$ cat src/rtl/cordic_pkg.sv
// Shared CORDIC definitions: iteration counter geometry and sequencer states.
package cordic_pkg;

  localparam int unsigned CORDIC_CNT_W    = 6;
  localparam int unsigned CORDIC_MAX_ITER = 32;

  typedef enum logic [1:0] {
    IDLE = 2'd0,
    RUN  = 2'd1,
    DONE = 2'd2
  } iter_state_t;

endpackage

$ cat src/rtl/cordic_iter_seq.sv
// CORDIC iteration sequencer: steps the ATAN ROM address / shift amount through a
// programmable number of iterations with stall, abort, restart and completion pulse.
module cordic_iter_seq
  import cordic_pkg::*;
#(
  parameter int unsigned CNT_W    = CORDIC_CNT_W,
  parameter int unsigned MAX_ITER = CORDIC_MAX_ITER
) (
  input  logic             clock,
  input  logic             reset,
  input  logic             start,
  input  logic             abort,
  input  logic             enable,
  input  logic [CNT_W:0]   niter,
  output logic [CNT_W-1:0] count,
  output logic             busy,
  output logic             last,
  output logic             done
);

  localparam logic [CNT_W:0] MaxIterW = (CNT_W + 1)'(MAX_ITER);
  localparam logic [CNT_W:0] OneW     = (CNT_W + 1)'(1);

  iter_state_t      state_q, state_d;
  logic [CNT_W-1:0] count_q, count_d;
  logic [CNT_W:0]   n_lat_q, n_lat_d;
  logic             busy_q, busy_d;
  logic             done_q, done_d;

  // Compare at CNT_W+1 bits so n_lat == 2**CNT_W is representable.
  assign last  = busy_q && ({1'b0, count_q} == (n_lat_q - OneW));
  assign count = count_q;
  assign busy  = busy_q;
  assign done  = done_q;

  always_comb begin
    state_d = state_q;
    count_d = count_q;
    n_lat_d = n_lat_q;
    busy_d  = busy_q;
    done_d  = 1'b0;
    if (abort) begin
      state_d = IDLE;
      count_d = '0;
      busy_d  = 1'b0;
    end else if (start) begin
      count_d = '0;
      if (niter != '0) begin
        state_d = RUN;
        busy_d  = 1'b1;
        n_lat_d = (niter > MaxIterW) ? MaxIterW : niter;
      end else begin
        // Zero-length run completes immediately without ever going busy.
        state_d = DONE;
        busy_d  = 1'b0;
        done_d  = 1'b1;
      end
    end else begin
      case (state_q)
        RUN: begin
          if (enable) begin
            if (last) begin
              state_d = DONE;
              count_d = '0;
              busy_d  = 1'b0;
              done_d  = 1'b1;
            end else begin
              count_d = count_q + 1'b1;
            end
          end
        end
        DONE:    state_d = IDLE;
        default: state_d = IDLE;
      endcase
    end
  end

  always_ff @(posedge clock or negedge reset) begin
    if (!reset) begin
      state_q <= IDLE;
      count_q <= '0;
      n_lat_q <= MaxIterW;
      busy_q  <= 1'b0;
      done_q  <= 1'b0;
    end else begin
      state_q <= state_d;
      count_q <= count_d;
      n_lat_q <= n_lat_d;
      busy_q  <= busy_d;
      done_q  <= done_d;
    end
  end

endmodule

$ cat config.mk
export PLATFORM = sky130hd
export DESIGN_NAME = cordic_iter_seq
export DESIGN_NICKNAME = d
export VERILOG_FILES = /design/src/rtl/cordic_pkg.sv /design/src/rtl/cordic_iter_seq.sv
export SDC_FILE = /design/constraint.sdc
export NUM_CORES = 1
export LEC_CHECK = 0
export CAP_MARGIN = 20
export CORE_ASPECT_RATIO = 0.6
export CORE_UTILIZATION = 40
export CTS_BUF_LIST = sky130_fd_sc_hd__clkbuf_8 sky130_fd_sc_hd__clkbuf_16
export CTS_CLUSTER_SIZE = 20
export DETAILED_ROUTE_END_ITERATION = 8
export MAX_ROUTING_LAYER = met4
export PLACE_DENSITY = 0.75
export SLEW_MARGIN = 20
export SYNTH_ARGS = -nofsm -noshare
export SYNTH_HDL_FRONTEND = slang
export SYNTH_SLANG_ARGS = --single-unit
export TNS_END_PERCENT = 20
$ cat constraint.sdc
create_clock -name clock -period 5.8 [get_ports clock]
set_clock_uncertainty 0.15 [all_clocks]
set_input_delay 1.16 -clock clock [delete_from_list [all_inputs] [get_ports clock]]
set_output_delay 1.16 -clock clock [all_outputs]
set_load 0.1 [all_outputs]
==> results of run 1 <==
[cells in the mapped netlist]
| cell type | number | area, um2 |
|---|---|---|
| a21oi_1 | 7 | 35.0 |
| nor2b_1 | 1 | 6.26 |
| o211ai_1 | 1 | 7.51 |
| o21ai_0 | 9 | 45.0 |
| dfstp_2 | 1 | 26.3 |
| nor4_1 | 1 | 6.26 |
| xor2_1 | 5 | 43.8 |
| nand3_1 | 4 | 20.0 |
| or2_2 | 2 | 12.5 |
| o22ai_1 | 4 | 25.0 |
| nor2_1 | 6 | 22.5 |
| mux2_4 | 1 | 15.0 |
| nand2b_1 | 3 | 18.8 |
| buf_1 | 1 | 3.75 |
| o41ai_1 | 1 | 8.76 |
| nand2_1 | 20 | 75.1 |
| a2111o_1 | 1 | 11.3 |
| clkbuf_1 | 3 | 11.3 |
| and2_1 | 4 | 25.0 |
| or3_1 | 2 | 12.5 |
| buf_6 | 1 | 11.3 |
| inv_1 | 5 | 18.8 |
| o2111ai_1 | 1 | 8.76 |
| nor3b_1 | 2 | 15.0 |
| or4_4 | 1 | 11.3 |
| xnor2_1 | 3 | 26.3 |
| dfrtp_1 | 16 | 400 |
| ha_1 | 2 | 25.0 |
| nor4b_1 | 1 | 8.76 |
| nor3_1 | 7 | 35.0 |
| o311ai_0 | 1 | 8.76 |
[registers in the layout, summed over array words and instances, names as in the netlist]
name and flops:
state_q 2, n_lat_q 7, count 6, done 1, busy 1
[area by class of cell]
type,instances,share of cell area [%]
clock inverters,1,0.398
flip-flops and latches,17,33.9
repair buffers,20,15.9
inverters,5,1.49
well taps,30,2.98
clock buffers,3,3.28
multi-input cells,90,42.0
[cells by family (layout without fill, tap and decap cells)]
group	Yosys count	in the layout
adders and majority gates	2	2
muxes	1	1
xor gates and xnor gates	8	8
AOI/OAI and AO/OA	25	25
buffers and inverters	10	29
and+or+nand+nor	54	54
DFF	17	17
[through the flow]
stage	instances	util, %	hold slack [ns]	instance area [um2]
2_1_floorplan	117	-	0.279	1000
3_3_place_gp	162	53.6	0.301	1210
3_5_place_dp	162	53.6	0.319	1210
4_1_cts	166	55.7	0.328	1260
5_1_grt	166	55.7	0.358	1260
6_report	166	55.7	0.319	1260
[worst paths after layout]
kind	end	cells after the start
max	last	7
min	state_q[0]$_DFFE_PN0P_	1
max reg2reg	state_q[1]$_DFFE_PN0P_	7
min reg2reg	state_q[0]$_DFFE_PN0P_	1
max in group asynchronous	state_q[0]$_DFFE_PN0P_	1
min in group asynchronous	done$_DFF_PN0_	1
[power breakdown]
part / switching (mW) / total, mW / internal [mW] / leakage, nW
Clock: 0.0425 / 0.0902 / 0.0477 / 0.0255
Sequential: 0.00597 / 0.130 / 0.124 / 0.229
Combinational: 0.0278 / 0.0510 / 0.0232 / 0.269
Total: 0.0763 / 0.271 / 0.195 / 0.523
[layer usage]
metal  track usage, %  up-vias
li1                 -      445
met3             5.56        0
met4             4.79        0
met2             29.5       31
met5                -        -
met1             26.4      422
==> results.json, run 1 <==
{
  "status": "finished, final reports clean",
  "grt_pass1_wl_um": 3710,
  "synth_seq_area_share_pct": 42.6,
  "maxUsedRoutingLayer": "met3",
  "clkTransAtPathRegs_ns": 0.07,
  "final_cell_mix": "nand2_1, clkdlybuf4s50_1, dfrtp_1",
  "via_count": 898,
  "place_congestion": 0.780,
  "die_w_um": 66.6,
  "cts_hold_buf": 0,
  "r2r_start": "n_lat_q[0]$_DFFE_PN0P_",
  "crit_slowest_cell": "clkdlybuf4s50_1",
  "initial_core_util_pct": 44.3,
  "clock.fmax_ghz": 0.210,
  "wl_met1_um": 1120,
  "core_area_um2": 2260,
  "wl_met2_um": 923,
  "avgRoutedWirePerCell_um": 13.1,
  "synth-simple-area-share_pct": 26.9,
  "syn2layout_area_growth_pct": 25.8,
  "power_density_nw_per_um2": 216,
  "hold_start": "state_q[1]$_DFFE_PN0P_",
  "fin_crit_sh_pct": 82.1,
  "synth.mux.area_fraction_pct": 1.50,
  "worstPathRequired_ns": 4.49,
  "regArea_um2": 427,
  "synth_top_family_by_area": "simple AND/OR/NAND/NOR gates",
  "drt_iter0_markers": 27,
  "cts-root-buf": "clkbuf_8",
  "drc": 0,
  "final_hold_viol_count": 0,
  "cts_tree": "yes",
  "drtPass1Iterations": 4,
  "slew_headroom_pct": 34.6,
  "synthCells": 117,
  "clock-sinks": 17,
  "hpwl_um": 1670,
  "cap_violations": 0,
  "h-tree-depth": 1,
  "drive_gt1_share_pct": 6.62,
  "worstMarginPinSlew_ns": 0.978,
  "setup_viol": 0,
  "ys_warn_count": 0,
  "grt_pass1_vias": 768,
  "grt_max_degree": 18,
  "synth_seq_cells": 17,
  "reg2reg_slack_ns": 3.02,
  "rsz0062_at_grt": "no",
  "antenna_found_initial": 0,
  "finalMaxSlewViolations": 0,
  "vdd_drop_max_uv": 168,
  "yosys.area_share.xor_xnor_pct": 7.00,
  "die_h_um": 40.8,
  "antenna_cells": 0,
  "setup.worst_path.end_class": "output pin",
  "design.final.nets": 151,
  "synth_cell_type_count": 31,
  "crit_fanout": 10,
  "critPathLaunchType": "register",
  "crit_buf_inv": 2,
  "wl_met3_um": 126,
  "multi_input_area_um2": 529,
  "worstSetupPathType": "reg2out",
  "dp_slack_ns": 1.34,
  "cts_setup_buffers": 0,
  "dieArea_um2": 2710,
  "synthAdderAreaFrac_pct": 2.50,
  "num-fill-cells": 199,
  "rows": 13,
  "ant_nets": 0,
  "max-clock-path-buffers": 2,
  "grtUsageTotal_pct": 19.7,
  "period_needed_ns": 4.76,
  "hp-class": "reg2reg",
  "worstPathArrival_ns": 3.45,
  "place.port_buffers": 20,
  "viasPerCell": 5.41,
  "p_total_mw": 0.271,
  "clk_latency_ns": 0.25,
  "leakage_nw": 0.523,
  "cpPeakStageDelay_ns": 1.16,
  "synth_compound_area_share_pct": 15.0,
  "syn_nets": 131,
  "grt.overflow.total": 0,
  "syn_area_um2": 1000,
  "fin_setup_tns_ns": 0,
  "synth_area_per_cell_um2": 8.56,
  "post_cts_resized": 0,
  "critical_path.cell_chain": "inv_1 > ha_1 > nor4b_1 > mux2_4 > a2111o_1 > nor2_1 > clkdlybuf4s50_1",
  "crit_start": "n_lat_q[0]$_DFFE_PN0P_",
  "cpLargestDelayFamily": "buffers and inverters",
  "cts_buffers": 3,
  "routed_wl_um": 2170,
  "fin_ws_ns": 1.04,
  "ios": 21
}
(Power assumes the default switching activity.)
==> run 2, diff against run 1 <==
Clock period 5.8 ns to 4.5 ns, I/O delays scaled along.
==> results.json, run 2 (synthesis results as in run 1) <==
{
  "status": "finished, final reports clean",
  "dp_slack_ns": 1.12,
  "drt_iter0_markers": 41,
  "drive_gt1_share_pct": 8.03,
  "drtPass1Iterations": 4,
  "setup.worst_path.end_class": "output pin",
  "clk_latency_ns": 0.26,
  "dieArea_um2": 2710,
  "h-tree-depth": 1,
  "grt_pass1_vias": 735,
  "core_area_um2": 2260,
  "grtUsageTotal_pct": 19.3,
  "die_h_um": 40.8,
  "die_w_um": 66.6,
  "crit_slowest_cell": "a2111o_1",
  "cts_tree": "yes",
  "hp-class": "reg2reg",
  "avgRoutedWirePerCell_um": 13.3,
  "via_count": 879,
  "grt.overflow.total": 0,
  "worstMarginPinSlew_ns": 0.977,
  "fin_crit_sh_pct": 81.7,
  "cpPeakStageDelay_ns": 0.49,
  "clock.fmax_ghz": 0.272,
  "drc": 0,
  "rows": 13,
  "top_register": "n_lat_q",
  "fin_ws_ns": 0.823,
  "worstSetupPathType": "reg2out",
  "cap_violations": 0,
  "p_total_mw": 0.353,
  "initial_core_util_pct": 44.3,
  "post_cts_resized": 0,
  "critical_path.cell_chain": "inv_1 > ha_1 > nor4b_1 > mux2_4 > a2111o_1 > nor2_1 > buf_4",
  "worstPathRequired_ns": 3.45,
  "max-clock-path-buffers": 2,
  "routed_wl_um": 2220,
  "power_density_nw_per_um2": 279,
  "period_needed_ns": 3.68,
  "ff2ff_path_depth": 7,
  "hpwl_um": 1700,
  "ios": 21,
  "cts_setup_buffers": 0,
  "place_congestion": 0.808,
  "holdWs_ns": 0.331,
  "clkTransAtPathRegs_ns": 0.07,
  "setup_viol": 0,
  "design.final.nets": 152,
  "leakage_nw": 0.526,
  "ant_nets": 0,
  "largest_reg_flops": 7,
  "grt_pass1_wl_um": 3510,
  "fin_setup_tns_ns": 0,
  "rsz0062_at_grt": "no",
  "worstPathArrival_ns": 2.63,
  "syn2layout_area_growth_pct": 26.5,
  "cts_hold_buf": 0,
  "cts_buffers": 3,
  "final_common_cell": "nand2_1",
  "antenna_found_initial": 0,
  "viasPerCell": 5.26,
  "clock-sinks": 17,
  "slew_headroom_pct": 34.7,
  "vdd_drop_max_uv": 144,
  "crit_fanout": 10,
  "cts-root-buf": "clkbuf_8",
  "grt_max_degree": 18,
  "finalMaxSlewViolations": 0,
  "antenna_cells": 0,
  "critPathLaunchType": "register",
  "place.port_buffers": 20,
  "final_hold_viol_count": 0,
  "final_cell_mix": "nand2_1, clkdlybuf4s50_1, dfrtp_1",
  "worstHoldPathCells": 1
}
[run 2: cell count changes in the layout (fill, tap and decap cells not counted)]
cell and change:
buf_4 +2, clkdlybuf4s50_1 -1, clkinvlp_4 +1, clkinv_2 -1
[run 2: final timing paths]
check                                  startpoint                      to  slack, ns
max in group asynchronous                   reset    count[0]$_DFFE_PN0P_       2.75
max reg2reg                n_lat_q[0]$_DFFE_PN0P_          done$_DFF_PN0_       1.70
min reg2reg                state_q[1]$_DFFE_PN0P_  state_q[0]$_DFFE_PN0P_       0.33
min                        state_q[1]$_DFFE_PN0P_  state_q[0]$_DFFE_PN0P_       0.33
min in group asynchronous                   reset          done$_DFF_PN0_       0.95
max                        n_lat_q[0]$_DFFE_PN0P_                    last       0.82
[run 2: area by class of cell]
| class | count | area (um2) |
|---|---|---|
| Tap cell | 30 | 37.5 |
| Clock inverter | 1 | 7.51 |
| Sequential cell | 17 | 427 |
| Multi-Input combinational cell | 90 | 529 |
| Fill cell | 197 | 995 |
| Clock buffer | 3 | 41.3 |
| Inverter | 5 | 18.8 |
| Timing Repair Buffer | 21 | 205 |
[run 2: metal layers]
metal / part of all wire [%] / track usage [%]
met5: 0 / -
met4: 0.76 / 3.19
met3: 4.8 / 6.67
met2: 40 / 30.6
met1: 54 / 24.7
[run 2: per-stage QoR]
| stage | utilization (%) | cells | cell area (um2) |
|---|---|---|---|
| after detailed placement | 53.8 | 163 | 1220 |
| final | 56.0 | 167 | 1270 |
| after CTS | 56.0 | 167 | 1270 |
| after global placement | 53.8 | 163 | 1220 |
| after floorplan | - | 117 | 1000 |
| after global routing | 56.0 | 167 | 1270 |
[run 2: worst max-delay path, delay by kind of cell, from the launching register on]
kind                     cells  cell delay, ns
buffers and inverters        2            0.41
flip-flops                   1            0.43
AO/OA/AOI/OAI                1            0.49
multiplexers                 1            0.33
AND/OR/NAND/NOR              2            0.50
adder cells (fa/ha/maj)      1            0.21
[run 2: power breakdown]
| part | switching, mW | total [mW] | internal (mW) |
|---|---|---|---|
| clock network | 0.0569 | 0.119 | 0.0625 |
| logic | 0.0365 | 0.0666 | 0.0300 |
| registers | 0.00760 | 0.167 | 0.160 |
==> run 3, diff against run 2 <==
Clock period 4.5 ns to 3.85 ns, I/O delays scaled along.
==> results.json, run 3 (synthesis results as in run 1) <==
{
  "status": "finished, final reports clean",
  "rows": 13,
  "via_count": 871,
  "period_needed_ns": 3.51,
  "vdd_drop_max_uv": 251,
  "setup.worst_path.end_class": "output pin",
  "regArea_um2": 427,
  "leakage_nw": 0.528,
  "grtUsageTotal_pct": 20.1,
  "routed_wl_um": 2210,
  "power_density_nw_per_um2": 323,
  "syn2layout_area_growth_pct": 28.0,
  "final_cell_mix": "nand2_1, clkdlybuf4s50_1, dfrtp_1",
  "slew_headroom_pct": 35.3,
  "cts-root-buf": "clkbuf_8",
  "initial_core_util_pct": 44.3,
  "cts_buffers": 3,
  "ant_nets": 0,
  "grt_max_degree": 18,
  "cap_violations": 0,
  "worstMarginPinSlew_ns": 0.967,
  "die_w_um": 66.6,
  "final_common_cell": "nand2_1",
  "antenna_found_initial": 0,
  "fin_crit_sh_pct": 91.3,
  "drtPass1Iterations": 4,
  "grt_pass1_wl_um": 3650,
  "top_register": "n_lat_q",
  "drive_gt1_share_pct": 8.76,
  "largest_reg_flops": 7,
  "core_area_um2": 2260,
  "drc": 0,
  "max-clock-path-buffers": 2,
  "h-tree-depth": 1,
  "worstPathRequired_ns": 2.93,
  "grt.overflow.total": 0,
  "clock-sinks": 17,
  "num-fill-cells": 192,
  "multi_input_area_um2": 532,
  "stdcell_count": 167,
  "crit_start": "n_lat_q[0]$_DFFE_PN0P_",
  "rsz0062_at_grt": "no",
  "setup_viol": 0,
  "finalMaxSlewViolations": 0,
  "dieArea_um2": 2710,
  "cts_tree": "yes",
  "grt_pass1_vias": 796,
  "cts_setup_buffers": 0,
  "post_cts_resized": 0,
  "viasPerCell": 5.22,
  "clkTransAtPathRegs_ns": 0.07,
  "r2r_start": "n_lat_q[0]$_DFFE_PN0P_",
  "crit_fanout": 10,
  "worstPathArrival_ns": 2.59,
  "die_h_um": 40.8,
  "worstSetupPathType": "reg2out",
  "fin_setup_tns_ns": 0,
  "hold_start": "state_q[1]$_DFFE_PN0P_",
  "placed_cells": 163,
  "cts_hold_buf": 0,
  "avgRoutedWirePerCell_um": 13.3,
  "ios": 21,
  "place_congestion": 0.791,
  "hpwl_um": 1660,
  "drt_iter0_markers": 36,
  "hp-class": "reg2reg",
  "clock.fmax_ghz": 0.285,
  "final_hold_viol_count": 0,
  "place.port_buffers": 20,
  "antenna_cells": 0,
  "critPathLaunchType": "register",
  "design.final.nets": 152,
  "clk_latency_ns": 0.26
}
-- run 3: cell counts in the layout (fill, tap and decap cells not counted) --
Identical to the previous run, type by type.
-- run 3: worst max-delay path, cell delays in order (launching register included) --
cell and delay [ns]:
dfrtp_1 0.42, inv_1 0.10, ha_1 0.21, nor4b_1 0.37, mux2_4 0.34, a2111o_1 0.50, nor2_2 0.21, buf_12 0.19
-- run 3: path summary, 6_finish.rpt --
check                      slack (ns)                     end  cells past startpoint
max in group asynchronous        2.26    count[1]$_DFFE_PN0P_                      1
max                              0.34                    last                      7
min in group asynchronous        0.81          done$_DFF_PN0_                      1
min                              0.31  state_q[0]$_DFFE_PN0P_                      1
min reg2reg                      0.31  state_q[0]$_DFFE_PN0P_                      1
max reg2reg                      1.00          done$_DFF_PN0_                      7
-- run 3: cell type report --
type,count,area share (%)
Sequential cell,17,33.3
Timing Repair Buffer,21,17.0
Tap cell,30,2.93
Clock buffer,3,3.22
Multi-Input combinational cell,90,41.5
Clock inverter,1,0.586
Inverter,5,1.46
-- run 3: routing by layer --
layer	up-vias	wire length (um)	GRT usage [%]
li1	450	-	-
met1	393	1140	25.5
met2	24	942	31.3
met3	4	103	6.94
met4	0	28	4.79
met5	-	0	-
-- run 3: report_power, final --
part / internal, mW / leakage (nW) / switching (mW)
sequential: 0.187 / 0.229 / 0.00899
clock: 0.0730 / 0.0217 / 0.0671
combinational: 0.0350 / 0.278 / 0.0429
total: 0.295 / 0.528 / 0.119
-- run 3: metrics by stage --
| step | utilization (%) | hold WS (ns) | area, um2 | total power [mW] | setup WS (ns) |
|---|---|---|---|---|---|
| after global placement | 54.5 | 0.299 | 1230 | 0.274 | 0.737 |
| final | 56.7 | 0.313 | 1280 | 0.414 | 0.336 |
| after global routing | 56.7 | 0.356 | 1280 | 0.434 | 0.165 |
| after CTS | 56.7 | 0.318 | 1280 | 0.417 | 0.320 |
| after detailed placement | 54.5 | 0.308 | 1230 | 0.277 | 0.679 |
| after floorplan | - | 0.279 | 1000 | 0.250 | 0.276 |
